[src/rtl/pio_pkg.sv]
// rtl/pio_pkg.sv - shared register map and helpers for the output PIO
package pio_pkg;

  localparam logic [2:0] ADDR_DATA   = 3'd0;
  localparam logic [2:0] ADDR_SET    = 3'd1;
  localparam logic [2:0] ADDR_CLR    = 3'd2;
  localparam logic [2:0] ADDR_PULSE  = 3'd3;
  localparam logic [2:0] ADDR_STATUS = 3'd4;

  localparam int STATUS_BUSY_BIT = 0;

  // Down-counter width for a pulse of the given length; never narrower than 1 bit.
  function automatic int cnt_width(input int cycles);
    return (cycles > 1) ? $clog2(cycles) : 1;
  endfunction

endpackage

[src/rtl/pio_pulse_timer.sv]
// rtl/pio_pulse_timer.sv - one-shot down-counter that times the pulse register
module pio_pulse_timer
  import pio_pkg::*;
#(
  parameter int PULSE_CYCLES = 50000
) (
  input  logic clk,
  input  logic reset_n,
  input  logic load_i,
  input  logic cancel_i,
  output logic busy_o,
  output logic expire_o
);

  localparam int CNT_W = cnt_width(PULSE_CYCLES);
  localparam logic [CNT_W-1:0] LOAD_VAL = CNT_W'(PULSE_CYCLES - 1);

  logic [CNT_W-1:0] count_q, count_d;
  logic             busy_q, busy_d;

  assign expire_o = busy_q && (count_q == '0);
  assign busy_o   = busy_q;

  // A load on the expiry edge wins: the caller has already retired the old bits.
  always_comb begin
    count_d = count_q;
    busy_d  = busy_q;
    if (load_i) begin
      count_d = LOAD_VAL;
      busy_d  = 1'b1;
    end else if (cancel_i || expire_o) begin
      count_d = '0;
      busy_d  = 1'b0;
    end else if (busy_q) begin
      count_d = count_q - CNT_W'(1);
    end
  end

  always_ff @(posedge clk or negedge reset_n) begin
    if (!reset_n) begin
      count_q <= '0;
      busy_q  <= 1'b0;
    end else begin
      count_q <= count_d;
      busy_q  <= busy_d;
    end
  end

endmodule

[src/rtl/button_pio_out.sv]
// rtl/button_pio_out.sv - Avalon-MM output PIO with set/clear and self-clearing pulse bits
module button_pio_out
  import pio_pkg::*;
#(
  parameter int                    DATA_WIDTH   = 12,
  parameter logic [DATA_WIDTH-1:0] RESET_VALUE  = '0,
  parameter int                    PULSE_CYCLES = 50000
) (
  input  logic                  clk,
  input  logic                  reset_n,
  input  logic [2:0]            address,
  input  logic                  chipselect,
  input  logic                  write_n,
  input  logic [DATA_WIDTH-1:0] writedata,
  output logic [DATA_WIDTH-1:0] readdata,
  output logic [DATA_WIDTH-1:0] out_port
);

  logic [DATA_WIDTH-1:0] data_q, data_d;
  logic [DATA_WIDTH-1:0] mask_q, mask_d;
  logic [DATA_WIDTH-1:0] readdata_q, readdata_d;
  logic [DATA_WIDTH-1:0] data_e, mask_e;
  logic                  busy, expire, load, cancel, wr_en;

  pio_pulse_timer #(.PULSE_CYCLES(PULSE_CYCLES)) u_timer (
    .clk      (clk),
    .reset_n  (reset_n),
    .load_i   (load),
    .cancel_i (cancel),
    .busy_o   (busy),
    .expire_o (expire)
  );

  assign wr_en = chipselect && !write_n;

  // Expiry is retired first; any write this cycle then acts on the post-expiry state.
  assign data_e = expire ? (data_q & ~mask_q) : data_q;
  assign mask_e = expire ? '0 : mask_q;

  always_comb begin
    data_d = data_e;
    mask_d = mask_e;
    load   = 1'b0;
    cancel = 1'b0;
    if (wr_en) begin
      case (address)
        ADDR_DATA: begin
          data_d = writedata;
          mask_d = '0;
          cancel = 1'b1;
        end
        ADDR_SET: begin
          data_d = data_e | writedata;
          mask_d = mask_e & ~writedata;
        end
        ADDR_CLR: begin
          data_d = data_e & ~writedata;
          mask_d = mask_e & ~writedata;
          cancel = (mask_d == '0);
        end
        ADDR_PULSE: begin
          if (writedata != '0) begin
            data_d = data_e | writedata;
            mask_d = mask_e | writedata;
            load   = 1'b1;
          end
        end
        default: ;
      endcase
    end
  end

  always_comb begin
    readdata_d = '0;
    case (address)
      ADDR_DATA:   readdata_d = data_q;
      ADDR_PULSE:  readdata_d = mask_q;
      ADDR_STATUS: readdata_d[STATUS_BUSY_BIT] = busy;
      default:     readdata_d = '0;
    endcase
  end

  always_ff @(posedge clk or negedge reset_n) begin
    if (!reset_n) begin
      data_q     <= RESET_VALUE;
      mask_q     <= '0;
      readdata_q <= '0;
    end else begin
      data_q     <= data_d;
      mask_q     <= mask_d;
      readdata_q <= readdata_d;
    end
  end

  assign out_port = data_q;
  assign readdata = readdata_q;

endmodule

[config.mk]
export PLATFORM = sky130hd
export DESIGN_NAME = button_pio_out
export DESIGN_NICKNAME = d
export VERILOG_FILES = /design/src/rtl/pio_pkg.sv /design/src/rtl/pio_pulse_timer.sv /design/src/rtl/button_pio_out.sv
export SDC_FILE = /design/constraint.sdc
export NUM_CORES = 1
export LEC_CHECK = 0
export CAP_MARGIN = 20
export CORE_MARGIN = 2
export CORE_UTILIZATION = 30
export CTS_BUF_LIST = sky130_fd_sc_hd__clkbuf_8
export DETAILED_ROUTE_END_ITERATION = 10
export PLACE_DENSITY_LB_ADDON = 0.1
export SETUP_SLACK_MARGIN = 0.2
export SLEW_MARGIN = 20
export SYNTH_ARGS = -nofsm -noshare
export SYNTH_HDL_FRONTEND = slang
export SYNTH_SLANG_ARGS = --single-unit
[constraint.sdc]
create_clock -name clk -period 2.1 [get_ports clk]
set_input_delay 0.315 -clock clk [delete_from_list [all_inputs] [get_ports clk]]
set_output_delay 0.315 -clock clk [all_outputs]
set_load 0.01 [all_outputs]
==> flow_metrics.py <==
metrics = {
    "outcome": {
        "status": "complete, no violations",
    },
    "yosys": {
        "syn_inst": 278,
        "yosys_warnings": 0,
        "ys.flop_type": "dfrtp_1",
        "synth_seq_cells": 53,
        "netlist_area_um2": 2720,
        "async_flop_share_pct": 100,
        "synth.yosys.seq_area_share_pct": 48.7,
        "ys_types": 42,
        "synthesis.nets": 299,
        "syn_avg_cell_area_um2": 9.79,
        "synth_edf_count": 0,
    },
    "worst_setup_path": {
        "r2r_end": "out_port[5]",
        "r2r_start": "u_timer.count_q[9]",
        "regToRegSetupSlack_ps": 100,
        "worstSetupPathType": "reg2reg",
        "rr_worst_depth": 6,
        "cp.arrival_ps": 2190,
        "endpoint_kind": "flip-flop",
        "path_max_fanout": 5,
        "cp_top_family": "simple AND/OR/NAND/NOR gates",
        "slowest_stage": "or4_4",
        "worstSetupStartpointType": "flip-flop",
        "critPathBufInv": 1,
        "path_cells": "or4_4 -> nor4b_4 -> and2_4 -> buf_6 -> nand2_1 -> a32o_1",
        "worstPathRequired_ps": 2290,
        "cpPeakStageDelay_ps": 580,
    },
    "global_routing": {
        "overflow": 0,
        "antenna_found_initial": 0,
        "grt_max_degree": 21,
        "grtUsageTotal_pct": 17.3,
        "grt_pass1_vias": 2426,
        "grt_pass1_wl_mm": 13.2,
    },
    "sta": {
        "fin_crit_sh_pct": 95.3,
        "setup_slack_ps": 99.4,
        "worst_pin_slew_ps": 862,
        "setup_viol": 0,
        "final_hold_viol_count": 0,
        "finalCriticalPeriod_ps": 2000,
        "rsz0062_at_grt": "yes",
        "fmax_mhz": 500,
        "maxSlewViolCount": 0,
        "slew_headroom_pct": 42.1,
        "finalClockSkew_ps": 5.87,
        "hold_slack_ps": 413,
    },
    "cts": {
        "clk_path_buf_depth": 2,
        "h-tree-depth": 2,
        "clk_latency_ps": 310,
        "numCtsBuffers": 5,
        "path_clk_slew_ps": 90,
        "cts_num_sinks": 53,
        "cts-root-buf": "clkbuf_8",
        "cts_tree": "yes",
    },
    "floorplan": {
        "num_rows": 34,
        "start_util_pct": 31.1,
        "die_h_um": 99.3,
        "die_area_um2": 9850,
        "die_w_um": 99.3,
        "core-area_um2": 8760,
        "pin_count": 43,
    },
    "power_and_ir_drop": {
        "seqPwrFrac_pct": 44.3,
        "powerDensity_nw_per_um2": 891,
        "switching_power_mw": 1.19,
        "ir_drop_v": 0.000397,
        "pwr-share-clk_pct": 17.0,
        "internal_power_mw": 2.28,
        "comb_power_share_pct": 38.7,
        "p_leak_nw": 1.59,
        "swShare_pct": 34.4,
    },
    "route": {
        "vias": 2478,
        "drt-pass1-iter-count": 4,
        "drc": 0,
        "routedWlPerCell_um": 17.9,
        "vias_per_cell": 5.31,
        "wl_mm": 8.37,
        "drt_iter0_markers": 106,
        "ant_nets": 0,
    },
    "finish": {
        "fin_area_um2": 3900,
        "final_util_pct": 44.5,
        "area_growth_syn_to_layout_pct": 43.2,
        "final_cell_mix": "53 x dfrtp_1, 40 x clkdlybuf4s50_1, 36 x buf_4",
        "fillers": 859,
        "drive_above_1_share_pct": 28.4,
        "n_antenna_cell": 0,
        "final_common_cell": "dfrtp_1",
        "fin_nets": 380,
        "fin_cells": 467,
    },
    "placement": {
        "postPlaceCellArea_um2": 3510,
        "hpwl_mm": 5.92,
        "dp.cells": 455,
        "routabilityCongestion": 0.829,
        "dpl_worst_slack_ps": -305,
        "numPortBuffers": 42,
    },
    "worst_hold_path": {
        "min_from": "writedata[11]",
        "whs_endpoint": "out_port[11]",
        "hold-path-cell-count": 2,
        "hold_class": "in2reg",
    },
    "job": {
        "cap_violations": 0,
    },
}
## flip-flops by register name, summed over array words and instances (netlist names)
register         count
u_timer.busy_o       1
mask_q              12
out_port            12
u_timer.count_q     16
readdata            12
## worst max-delay path by stage
stage,start,end,cells past startpoint
finish,u_timer.count_q[9],out_port[5],6
floorplan,u_timer.count_q[9],out_port[2],6
global placement,writedata[2],out_port[4],6
detailed placement,writedata[2],out_port[5],6
CTS,u_timer.count_q[7],mask_q[2],5
global route,u_timer.count_q[9],out_port[8],7
## per-stage QoR
step,setup TNS (ps),power [mW]
floorplan,0,2.15
global placement,-5770,2.64
detailed placement,-5820,2.66
CTS,0,3.27
global route,0,3.72
finish,0,3.47
## worst register-to-register path, cell delays in order (launching register included)
cell and delay [ps]:
dfrtp_1 390, or4_4 580, nor4b_4 290, and2_4 220, buf_6 120, nand2_1 60
a32o_1 230
## final cells by class
type                    count  area (um2)  area share, %
clock buffers               6        82.6           2.12
flip-flops and latches     53        1330           34.0
multi-input cells         201        1490           38.2
repair buffers             88         826           21.2
clock inverters             1        3.75         0.0962
inverters                  10        37.5          0.962
well taps                 108         135           3.46
## kinds of logic after synthesis
family          share of synthesized area, %
compound gates                          19.5
xor+xnor                                5.47
fa+ha+maj                              0.919
buf+inv                                 4.37
flops                                   48.7
mux                                    0.414
simple gates                            20.6
## what timing repair did
action                                 in CTS  in global routing
endpoints found under the hold margin      18                  0
hold buffers                                1                  0
setup endpoints to repair                  30                 41
gates cloned                                0                  1
setup buffers                               1                  2
pin swaps                                   3                 34
gates resized for setup                     6                 63
## cells in the mapped netlist (all sizes together) (2+ instances only)
cell type / number / area, um2
dfrtp: 53 / 1330
o21ai: 32 / 160
nand2: 26 / 97.6
nor2: 21 / 81.3
a22oi: 20 / 150
nor2b: 12 / 75.1
a21oi: 11 / 55.1
xnor2: 11 / 96.3
a32o: 10 / 100
inv: 10 / 37.5
nor3: 10 / 50.1
clkbuf: 8 / 30.0
nor4: 8 / 56.3
buf: 6 / 51.3
xor2: 6 / 52.6
and2: 3 / 18.8
nand2b: 3 / 18.8
nand3: 3 / 20.0
or4: 3 / 26.3
a2111oi: 2 / 17.5
a21o: 2 / 15.0
ha: 2 / 25.0
nand3b: 2 / 15.0
nor3b: 2 / 15.0
nor4b: 2 / 47.6
## per-layer routing
layer  GRT usage (%)  part of all wire, %  vias up
met4            5.58                  1.7        0
li1                -                    -     1163
met3            2.95                  5.5        8
met2            23.7                   43       78
met1            27.2                   50     1229
met5               0                    0        -
## power groups by stage
| stage | registers (mW) | logic, mW | clock network, mW |
|---|---|---|---|
| 2_1_floorplan | 1.54 | 0.606 | 0 |
| 3_3_place_gp | 1.54 | 1.10 | 0 |
| 3_5_place_dp | 1.54 | 1.11 | 0 |
| 4_1_cts | 1.53 | 1.13 | 0.612 |
| 5_1_grt | 1.58 | 1.47 | 0.665 |
| 6_report | 1.54 | 1.34 | 0.590 |
(Power assumes the default switching activity.)
